<file path="config.mk">
export PLATFORM = sky130hd
export DESIGN_NAME = vga_pixel_unpacker
export DESIGN_NICKNAME = d
export VERILOG_FILES = /design/src/rtl/vga_pixel_unpacker.sv
export SDC_FILE = /design/constraint.sdc
export NUM_CORES = 1
export LEC_CHECK = 0
export BUFFER_PORTS_ARGS = -buffer_cell sky130_fd_sc_hd__buf_4
export CAP_MARGIN = 20
export CORE_ASPECT_RATIO = 0.9
export CORE_MARGIN = 1.5
export CORE_UTILIZATION = 55
export DETAILED_ROUTE_END_ITERATION = 10
export PLACE_DENSITY = 0.77
export RECOVER_POWER = 50
export SKIP_CTS_REPAIR_TIMING = 1
export SYNTH_ARGS = -nofsm -noshare
export SYNTH_HDL_FRONTEND = slang
export SYNTH_SLANG_ARGS = --single-unit
</file>
<file path="constraint.sdc">
create_clock -name vga_clk -period 6.7 [get_ports vga_clk]
set_clock_uncertainty 0.1 [all_clocks]
set_input_delay 0.335 -clock vga_clk [delete_from_list [all_inputs] [get_ports vga_clk]]
set_output_delay 0.335 -clock vga_clk [all_outputs]
set_load 0.01 [all_outputs]
</file>
<file path="src/rtl/vga_pixel_unpacker.sv">
// Unpacks 128-bit FIFO words into four RGB888 pixels, one per pixel_req, keeping
// frame/word alignment across underflows and reporting starvation and sync errors.
module vga_pixel_unpacker #(
    parameter int IMAGE_WIDTH  = 1280,
    parameter int IMAGE_HEIGHT = 1024
) (
    input  logic         vga_clk,
    input  logic         vga_reset,
    input  logic         data_fifo_empty,
    input  logic [127:0] data_fifo_rd_data,
    output logic         vga_rd_valid,
    input  logic         frame_start,
    input  logic         pixel_req,
    input  logic         clr_status,
    output logic         pixel_valid,
    output logic [7:0]   pixel_r,
    output logic [7:0]   pixel_g,
    output logic [7:0]   pixel_b,
    output logic         underflow,
    output logic         sync_err,
    output logic [15:0]  underflow_count
);
    localparam int TOTAL_PIX   = IMAGE_WIDTH * IMAGE_HEIGHT;
    localparam int TOTAL_WORDS = TOTAL_PIX / 4;
    localparam int PIX_W       = $clog2(TOTAL_PIX + 1);
    localparam int WORD_W      = $clog2(TOTAL_WORDS + 1);
    localparam logic [PIX_W-1:0]  LAST_PIX    = PIX_W'(TOTAL_PIX - 1);
    localparam logic [WORD_W-1:0] FRAME_WORDS = WORD_W'(TOTAL_WORDS);

    typedef enum logic [1:0] {IDLE, PRIME, RUN, DRAIN} state_t;

    state_t              state_q, state_d;
    logic [127:0]        word_q, word_d;
    logic                word_valid_q, word_valid_d;
    logic [1:0]          lane_q, lane_d;
    logic [PIX_W-1:0]    pix_cnt_q, pix_cnt_d;
    logic [WORD_W-1:0]   word_cnt_q, word_cnt_d;
    logic                pixel_valid_q, pixel_valid_d;
    logic [23:0]         rgb_q, rgb_d;
    logic                underflow_q, underflow_d;
    logic                sync_err_q, sync_err_d;
    logic [15:0]         underflow_count_q, underflow_count_d;
    logic                pop_req;
    logic                uf_event;
    logic [23:0]         lane_rgb [4];

    // Byte [31:24] of each lane is padding and never reaches the output.
    genvar gi;
    generate
        for (gi = 0; gi < 4; gi++) begin : g_lane
            assign lane_rgb[gi] = word_q[32*gi +: 24];
        end
    endgenerate

    always_comb begin
        state_d           = state_q;
        word_d            = word_q;
        word_valid_d      = word_valid_q;
        lane_d            = lane_q;
        pix_cnt_d         = pix_cnt_q;
        word_cnt_d        = word_cnt_q;
        pixel_valid_d     = pixel_req;
        rgb_d             = 24'd0;
        underflow_d       = underflow_q;
        sync_err_d        = sync_err_q;
        underflow_count_d = underflow_count_q;
        pop_req           = 1'b0;
        uf_event          = 1'b0;

        case (state_q)
            IDLE: begin
                if (frame_start) begin
                    state_d      = PRIME;
                    pix_cnt_d    = '0;
                    word_cnt_d   = '0;
                    word_valid_d = 1'b0;
                    lane_d       = 2'd0;
                end
            end
            PRIME: begin
                if (pixel_req) begin
                    uf_event = 1'b1;
                    state_d  = DRAIN;
                    if (!data_fifo_empty) begin
                        pop_req    = 1'b1;
                        word_cnt_d = word_cnt_q + WORD_W'(1);
                    end
                end else if (!data_fifo_empty) begin
                    pop_req      = 1'b1;
                    word_d       = data_fifo_rd_data;
                    word_valid_d = 1'b1;
                    lane_d       = 2'd0;
                    word_cnt_d   = word_cnt_q + WORD_W'(1);
                    state_d      = RUN;
                end
            end
            RUN: begin
                if (pixel_req) begin
                    if (word_valid_q) begin
                        rgb_d     = lane_rgb[lane_q];
                        lane_d    = lane_q + 2'd1;
                        pix_cnt_d = pix_cnt_q + PIX_W'(1);
                        if (pix_cnt_q == LAST_PIX) begin
                            state_d      = IDLE;
                            word_valid_d = 1'b0;
                        end else if (lane_q == 2'd3) begin
                            // Reload on the consuming cycle so back-to-back pixels never stall.
                            if (!data_fifo_empty) begin
                                pop_req    = 1'b1;
                                word_d     = data_fifo_rd_data;
                                word_cnt_d = word_cnt_q + WORD_W'(1);
                            end else begin
                                word_valid_d = 1'b0;
                            end
                        end
                    end else begin
                        uf_event = 1'b1;
                        state_d  = DRAIN;
                        if (!data_fifo_empty) begin
                            pop_req    = 1'b1;
                            word_cnt_d = word_cnt_q + WORD_W'(1);
                        end
                    end
                end else if (!word_valid_q && !data_fifo_empty) begin
                    pop_req      = 1'b1;
                    word_d       = data_fifo_rd_data;
                    word_valid_d = 1'b1;
                    lane_d       = 2'd0;
                    word_cnt_d   = word_cnt_q + WORD_W'(1);
                end
            end
            DRAIN: begin
                uf_event = pixel_req;
                if (!data_fifo_empty && (word_cnt_q < FRAME_WORDS)) begin
                    pop_req    = 1'b1;
                    word_cnt_d = word_cnt_q + WORD_W'(1);
                end
            end
            default: state_d = IDLE;
        endcase

        // Leave DRAIN as soon as the last word of the frame has been discarded.
        if ((state_d == DRAIN) && (word_cnt_d == FRAME_WORDS)) begin
            state_d = IDLE;
        end

        if (frame_start && (state_q != IDLE)) begin
            sync_err_d = 1'b1;
        end
        if (uf_event) begin
            underflow_d = 1'b1;
            if (underflow_count_q != 16'hFFFF) begin
                underflow_count_d = underflow_count_q + 16'd1;
            end
        end
        if (clr_status) begin
            underflow_d       = 1'b0;
            sync_err_d        = 1'b0;
            underflow_count_d = 16'd0;
        end
    end

    always_ff @(posedge vga_clk or posedge vga_reset) begin
        if (vga_reset) begin
            state_q           <= IDLE;
            word_q            <= '0;
            word_valid_q      <= 1'b0;
            lane_q            <= 2'd0;
            pix_cnt_q         <= '0;
            word_cnt_q        <= '0;
            pixel_valid_q     <= 1'b0;
            rgb_q             <= 24'd0;
            underflow_q       <= 1'b0;
            sync_err_q        <= 1'b0;
            underflow_count_q <= 16'd0;
        end else begin
            state_q           <= state_d;
            word_q            <= word_d;
            word_valid_q      <= word_valid_d;
            lane_q            <= lane_d;
            pix_cnt_q         <= pix_cnt_d;
            word_cnt_q        <= word_cnt_d;
            pixel_valid_q     <= pixel_valid_d;
            rgb_q             <= rgb_d;
            underflow_q       <= underflow_d;
            sync_err_q        <= sync_err_d;
            underflow_count_q <= underflow_count_d;
        end
    end

    // pop_req already implies !data_fifo_empty; reset gates it without waiting for a clock.
    assign vga_rd_valid    = pop_req && !vga_reset;
    assign pixel_valid     = pixel_valid_q;
    assign pixel_r         = rgb_q[23:16];
    assign pixel_g         = rgb_q[15:8];
    assign pixel_b         = rgb_q[7:0];
    assign underflow       = underflow_q;
    assign sync_err        = sync_err_q;
    assign underflow_count = underflow_count_q;

endmodule

</file>
==> flow_metrics.tcl, run 1 <==
set metrics [dict create \
    status "finished with violations" \
    violations "max-capacitance violations, max-slew violations" \
    antenna_found_initial 0 \
    synth-seq-cells 184 \
    area_growth_pct 18.3 \
    coreArea_sq_mm 0.0160 \
    met1_length_um 8570 \
    syn-num-nets 899 \
    antenna_left 0 \
    die-area_sq_mm 0.0170 \
    utilization_pct 66.0 \
    fmax_mhz 233 \
    syn_area_sq_mm 0.00894 \
    wl_per_cell_um 18.2 \
    period_minus_slack_ns 4.28 \
    synth_area_leaders "dfrtp_1 51%, mux2_2 12%, mux4_2 6.0%, nor2_1 2.1%, nor2b_1 2.0%" \
    min_path_cells 2 \
    drt_pass1_iterations 5 \
    min_path_type "primary input to flip-flop" \
    routabilityCongestion 0.899 \
    fp-row-count 44 \
    drt-total-wl_um 20200 \
    power_mw 3.95 \
    grt_max_degree 89 \
    ir_drop_v 0.000252 \
    first_global_vias 6394 \
    critPathMaxFanout 88 \
    grt_usage_pct 24.8 \
    worst-setup-path-type "primary input to asynchronous set/reset pin" \
    clkSlewWorstSetupHoldPaths_ns 0.07 \
    ff2ff_path_depth 9 \
    r2r-start "lane_q[0]" \
    io_buffers 145 \
    cts_buffer_depth 2 \
    drt_iter0_markers 596 \
    synth_cell_types 70 \
    cts_sinks 184 \
    nNetsFinal 1031 \
    wl_met2_um 9650 \
    reg2reg_setup_slack_ns 2.77 \
    highest_layer "met4" \
    grt_setup_unrepaired "false" \
    end_kind "asynchronous set/reset pin" \
    min_from "data_fifo_rd_data[38]" \
    n_antenna_cell 0 \
    cts_root_buffer "clkbuf_16" \
    drc 0 \
    n_fill_cell 1221 \
    die-width_um 137 \
    fin_tns_setup_ns 0 \
    ios 178 \
    finalHoldViolCount 0 \
    worstPathRequired_ns 6.67 \
    vias_per_cell 5.86 \
    min_to "word_q[38]" \
    vias 6494 \
    syn-instance-count 757 \
    async_flop_share_pct 100 \
    grt_pass1_wl_um 32500 \
    setup_viol 0 \
    p_leak_nw 4.65 \
    start_kind "primary input" \
    maxSlewHeadroom_pct -149 \
    synth-warning-count 0 \
    slew_viol_final 133 \
    gr-total-overflow 0 \
    htree_num_levels 4 \
    clk_latency_ns 0.42 \
    die_h_um 124 \
    worstPathArrival_ns 4.25 \
    synth_top_cell_by_area "dfrtp_1" \
    period_share_pct 63.9 \
    r2r-end "state_q[0]" \
    synth_flop_cell "dfrtp_1" \
    synth_edf_count 0 \
    yosysTopAreaCellShare_pct 51.5 \
    drv_cap 2 \
    place_hpwl_um 13900 \
    wl_met3_um 1510 \
    start_util_pct 55.8 \
    power.density_mw_per_mm2 373 \
    drive_above_1_share_pct 29.7 \
    cts_tree "built" \
    yosysSeqAreaShare_pct 51.5 \
    syn_avg_cell_area_sq_um 11.8 \
    cts_buffers 17 \
    worst_pin_slew_ns 3.71 \
]
## placed cells by master (no fill, tap or decap), types with 9 or more instances in the layout
master     instances
nor2_1            50
clkbuf_16         17
nor2b_1           28
clkbuf_1          48
nand2_1           46
buf_4            104
inv_1             25
nand3_1           25
a21oi_1           25
nand4_1           13
dfrtp_1          183
and4_1            10
xor2_1            20
o21ai_0           33
mux2_2            97
mux4_2            24
xnor2_1            9
## how the worst max path moves through the flow
stage / cells after the start / slack (ns) / start / to
global placement: 8 / 2.69 / state_q[0] / word_q[11]
floorplan: 1 / 1.26 / vga_reset / lane_q[0]
detailed placement: 9 / 2.85 / lane_q[0] / state_q[0]
finish: 3 / 2.42 / vga_reset / word_cnt_q[4]
CTS: 9 / 2.80 / lane_q[0] / state_q[1]
global route: 3 / 1.32 / vga_reset / state_q[1]
## per-layer routing
layer	global-route usage [%]	vias up
met5	0	-
met4	8.09	0
met3	8.38	32
met2	37.9	211
met1	33.6	3223
li1	-	3028
## synth_stat cells (3+ instances only)
master      n
o21ai_0    33
buf_2       5
nor4_1      4
o211ai_1    8
ha_1        8
a211oi_1    3
nor2_1     50
inv_1      26
nand3_1    25
mux2_2     97
buf_6       4
clkbuf_1   21
nand2_1    46
or3_1       3
nor3_1      8
xor2_1     20
and2_1      7
a21o_1      3
a21oi_1    25
buf_1       4
o21a_1      4
mux4_2     24
and3_1      7
and4_1     10
a32o_1      4
o31ai_1     6
buf_4       3
nand4_1    13
a32oi_1     3
a31oi_1     4
nand2b_1    7
nor2b_1    28
dfrtp_1   184
o21ai_1     3
xnor2_1     9
o31a_1      3
## worst max-delay path, stage by stage
cell and delay, ns:
clkbuf_1 0.09, clkinvlp_2 2.05, clkbuf_1 1.73
## power breakdown
part / switching (mW) / internal, mW / total (mW)
sequential: 0.225 / 1.45 / 1.68
clock: 0.446 / 0.534 / 0.980
combinational: 0.620 / 0.667 / 1.29
## kinds of logic after synthesis
kind of cell | after synthesis | share of synthesized area, %
AO/OA/AOI/OAI | 128 | 9.62
XOR/XNOR | 29 | 2.84
adder cells (fa/ha/maj) | 8 | 1.12
buffers and inverters | 64 | 3.23
flip-flops | 184 | 51.5
multiplexers | 122 | 18.4
AND/OR/NAND/NOR | 222 | 13.3
## registers in the layout (all words and copies together), names as in the netlist, 2 cells and up
name / count
word_cnt_q: 19
lane_q: 2
pix_cnt_q: 21
underflow_count: 16
state_q: 2
rgb_q: 24
word_q: 96
## stage by stage
stage	setup slack, ns	hold slack, ns	instances	cell area [sq um]
after CTS	2.80	-0.0243	1109	10800
after floorplan	1.26	0.266	757	8940
after detailed placement	2.85	0.375	1077	10200
after global routing	1.32	0.0140	1109	10600
final	2.42	0.0321	1109	10600
after global placement	2.69	0.363	1076	10200
## cell type report
cell class / instances / area, sq um / share of cell area, %
timing repair buffer: 151 / 973 / 9.20
clock buffer: 20 / 447 / 4.22
tap: 207 / 259 / 2.45
inverter: 26 / 98.8 / 0.934
sequential: 184 / 4610 / 43.5
multi-input combinational: 509 / 4060 / 38.4
clock inverter: 12 / 133 / 1.25
(Power assumes the default switching activity.)
==> run 2: changes to the inputs <==
==> constraint.sdc (replaced) <==
create_clock -name vga_clk -period 4.5 [get_ports vga_clk]
set_clock_uncertainty 0.1 [all_clocks]
set_input_delay 0.225 -clock vga_clk [delete_from_list [all_inputs] [get_ports vga_clk]]
set_output_delay 0.225 -clock vga_clk [all_outputs]
set_load 0.01 [all_outputs]
==> flow_metrics.tcl, run 2 (synthesis gave the netlist of run 1 again) <==
set metrics [dict create \
    status "finished with violations" \
    drive_above_1_share_pct 29.4 \
    wl_met3_um 1540 \
    die_h_um 124 \
    reg_top3 "word_q: 96 flops, rgb_q: 24 flops, pix_cnt_q: 21 flops" \
    fin_tns_setup_ns 0 \
    met1_length_um 9670 \
    worstPathRequired_ns 4.70 \
    grt_pass1_wl_um 32100 \
    drt_pass1_iterations 5 \
    cts_root_buffer "clkbuf_16" \
    final_common_cell "dfrtp_1" \
    nNetsFinal 1132 \
    area_growth_pct 30.5 \
    min_path_type "primary input to flip-flop" \
    n_antenna_cell 0 \
    cts_sinks 184 \
    gr-total-overflow 0 \
    coreArea_sq_mm 0.0160 \
    ff2ff_path_depth 9 \
    r2r-start "pix_cnt_q[0]" \
    power.density_mw_per_mm2 529 \
    wl_per_cell_um 20.1 \
    worst_pin_slew_ns 2.45 \
    die-area_sq_mm 0.0170 \
    setup_viol 0 \
    startpoint "pix_cnt_q[0]" \
    ios 178 \
    antenna_left 0 \
    ir_drop_v 0.000399 \
    drv_cap 1 \
    first_global_vias 6155 \
    cts_buffer_depth 2 \
    grt_max_degree 185 \
    period_minus_slack_ns 3.53 \
    largest_reg_flops 96 \
    min_path_cells 3 \
    wl_met2_um 12200 \
    worstPathArrival_ns 3.73 \
    whs_ns 0.0491 \
    grt_setup_unrepaired "false" \
    min_from "frame_start" \
    cts_buffers 17 \
    antenna_found_initial 0 \
    end_kind "flip-flop" \
    period_share_pct 78.5 \
    grt_usage_pct 24.8 \
    final_cell_mix "183 x dfrtp_1, 129 x buf_4, 98 x dlygate4sd3_1, 97 x mux2_2, 50 x nor2_1" \
    clk_latency_ns 0.44 \
    slew_viol_final 185 \
    regMostFlops "word_q" \
    p_leak_nw 5.18 \
    drc 0 \
    clkSlewWorstSetupHoldPaths_ns 0.08 \
    fmax_mhz 283 \
    drt_iter0_markers 626 \
    start_kind "flip-flop" \
    place_hpwl_um 13500 \
    vias 7144 \
    htree_num_levels 4 \
    drt-total-wl_um 24400 \
    cts_tree "built" \
    violations "max-capacitance violations, max-slew violations" \
    io_buffers 145 \
    fp-row-count 44 \
    worst-setup-path-type "flip-flop to flip-flop" \
    highest_layer "met4" \
    critPathMaxFanout 10 \
    maxSlewHeadroom_pct -63.2 \
    finalHoldViolCount 0 \
    die-width_um 137 \
    vias_per_cell 5.90 \
    routabilityCongestion 0.910 \
    start_util_pct 55.8 \
]
## run 2: cell count changes in the layout (fill, tap and decap cells not counted), sizes merged
cell / previous run / this run
clkbuf: 66 / 42
buf: 105 / 130
clkinvlp: 4 / 3
dlygate4sd3: 0 / 98
clkinv: 3 / 2
inv: 30 / 34
## run 2: path summary, 6_finish.rpt
path	endpoint	slack (ns)
worst min-delay path	sync_err	0.05
max in group asynchronous	lane_q[0]	2.06
min in group asynchronous	word_cnt_q[15]	0.56
worst max-delay path	state_q[0]	0.97
worst min register to register	pix_cnt_q[8]	0.39
worst max register to register	state_q[0]	0.97
## run 2: stage by stage
stage	instances	area (sq um)	power (mW)	utilization, %	setup slack (ns)
after floorplan	757	8950	3.93	-	1.33
after detailed placement	1080	10200	4.44	63.7	1.02
after CTS	1112	10800	5.96	67.4	1.03
final	1210	11700	6.18	72.9	0.966
after global placement	1080	10200	4.36	63.7	1.10
after global routing	1210	11700	6.48	72.9	0.769
## run 2: cell type report
| class | count | area [sq um] |
|---|---|---|
| tap | 207 | 259 |
| multi-input combinational | 509 | 4060 |
| inverter | 26 | 98.8 |
| timing repair buffer | 252 | 2060 |
| fill | 1033 | 4350 |
| clock buffer | 18 | 429 |
| sequential | 184 | 4610 |
| clock inverter | 14 | 155 |
## run 2: worst max-delay path, stage by stage, from the launching register on
cell and delay [ns]:
dfrtp_1 0.41, ha_1 0.24, and4_1 0.40, nand4_4 0.23
o21ai_1 0.61, a21oi_2 0.23, a32o_1 0.27, or4_4 0.55
nor4_4 0.24, a21oi_1 0.10
## run 2: power by group
group          switching, mW  internal, mW  total (mW)
sequential             0.367          2.17        2.53
combinational           1.04          1.08        2.12
clock                  0.732         0.791        1.52
total                   2.14          4.04        6.18
## run 2: routing by layer
metal | track usage, % | up-vias
met5 | 0 | -
met3 | 8.06 | 77
met2 | 36.8 | 319
met1 | 34.7 | 3529
met4 | 8.42 | 0
li1 | - | 3219
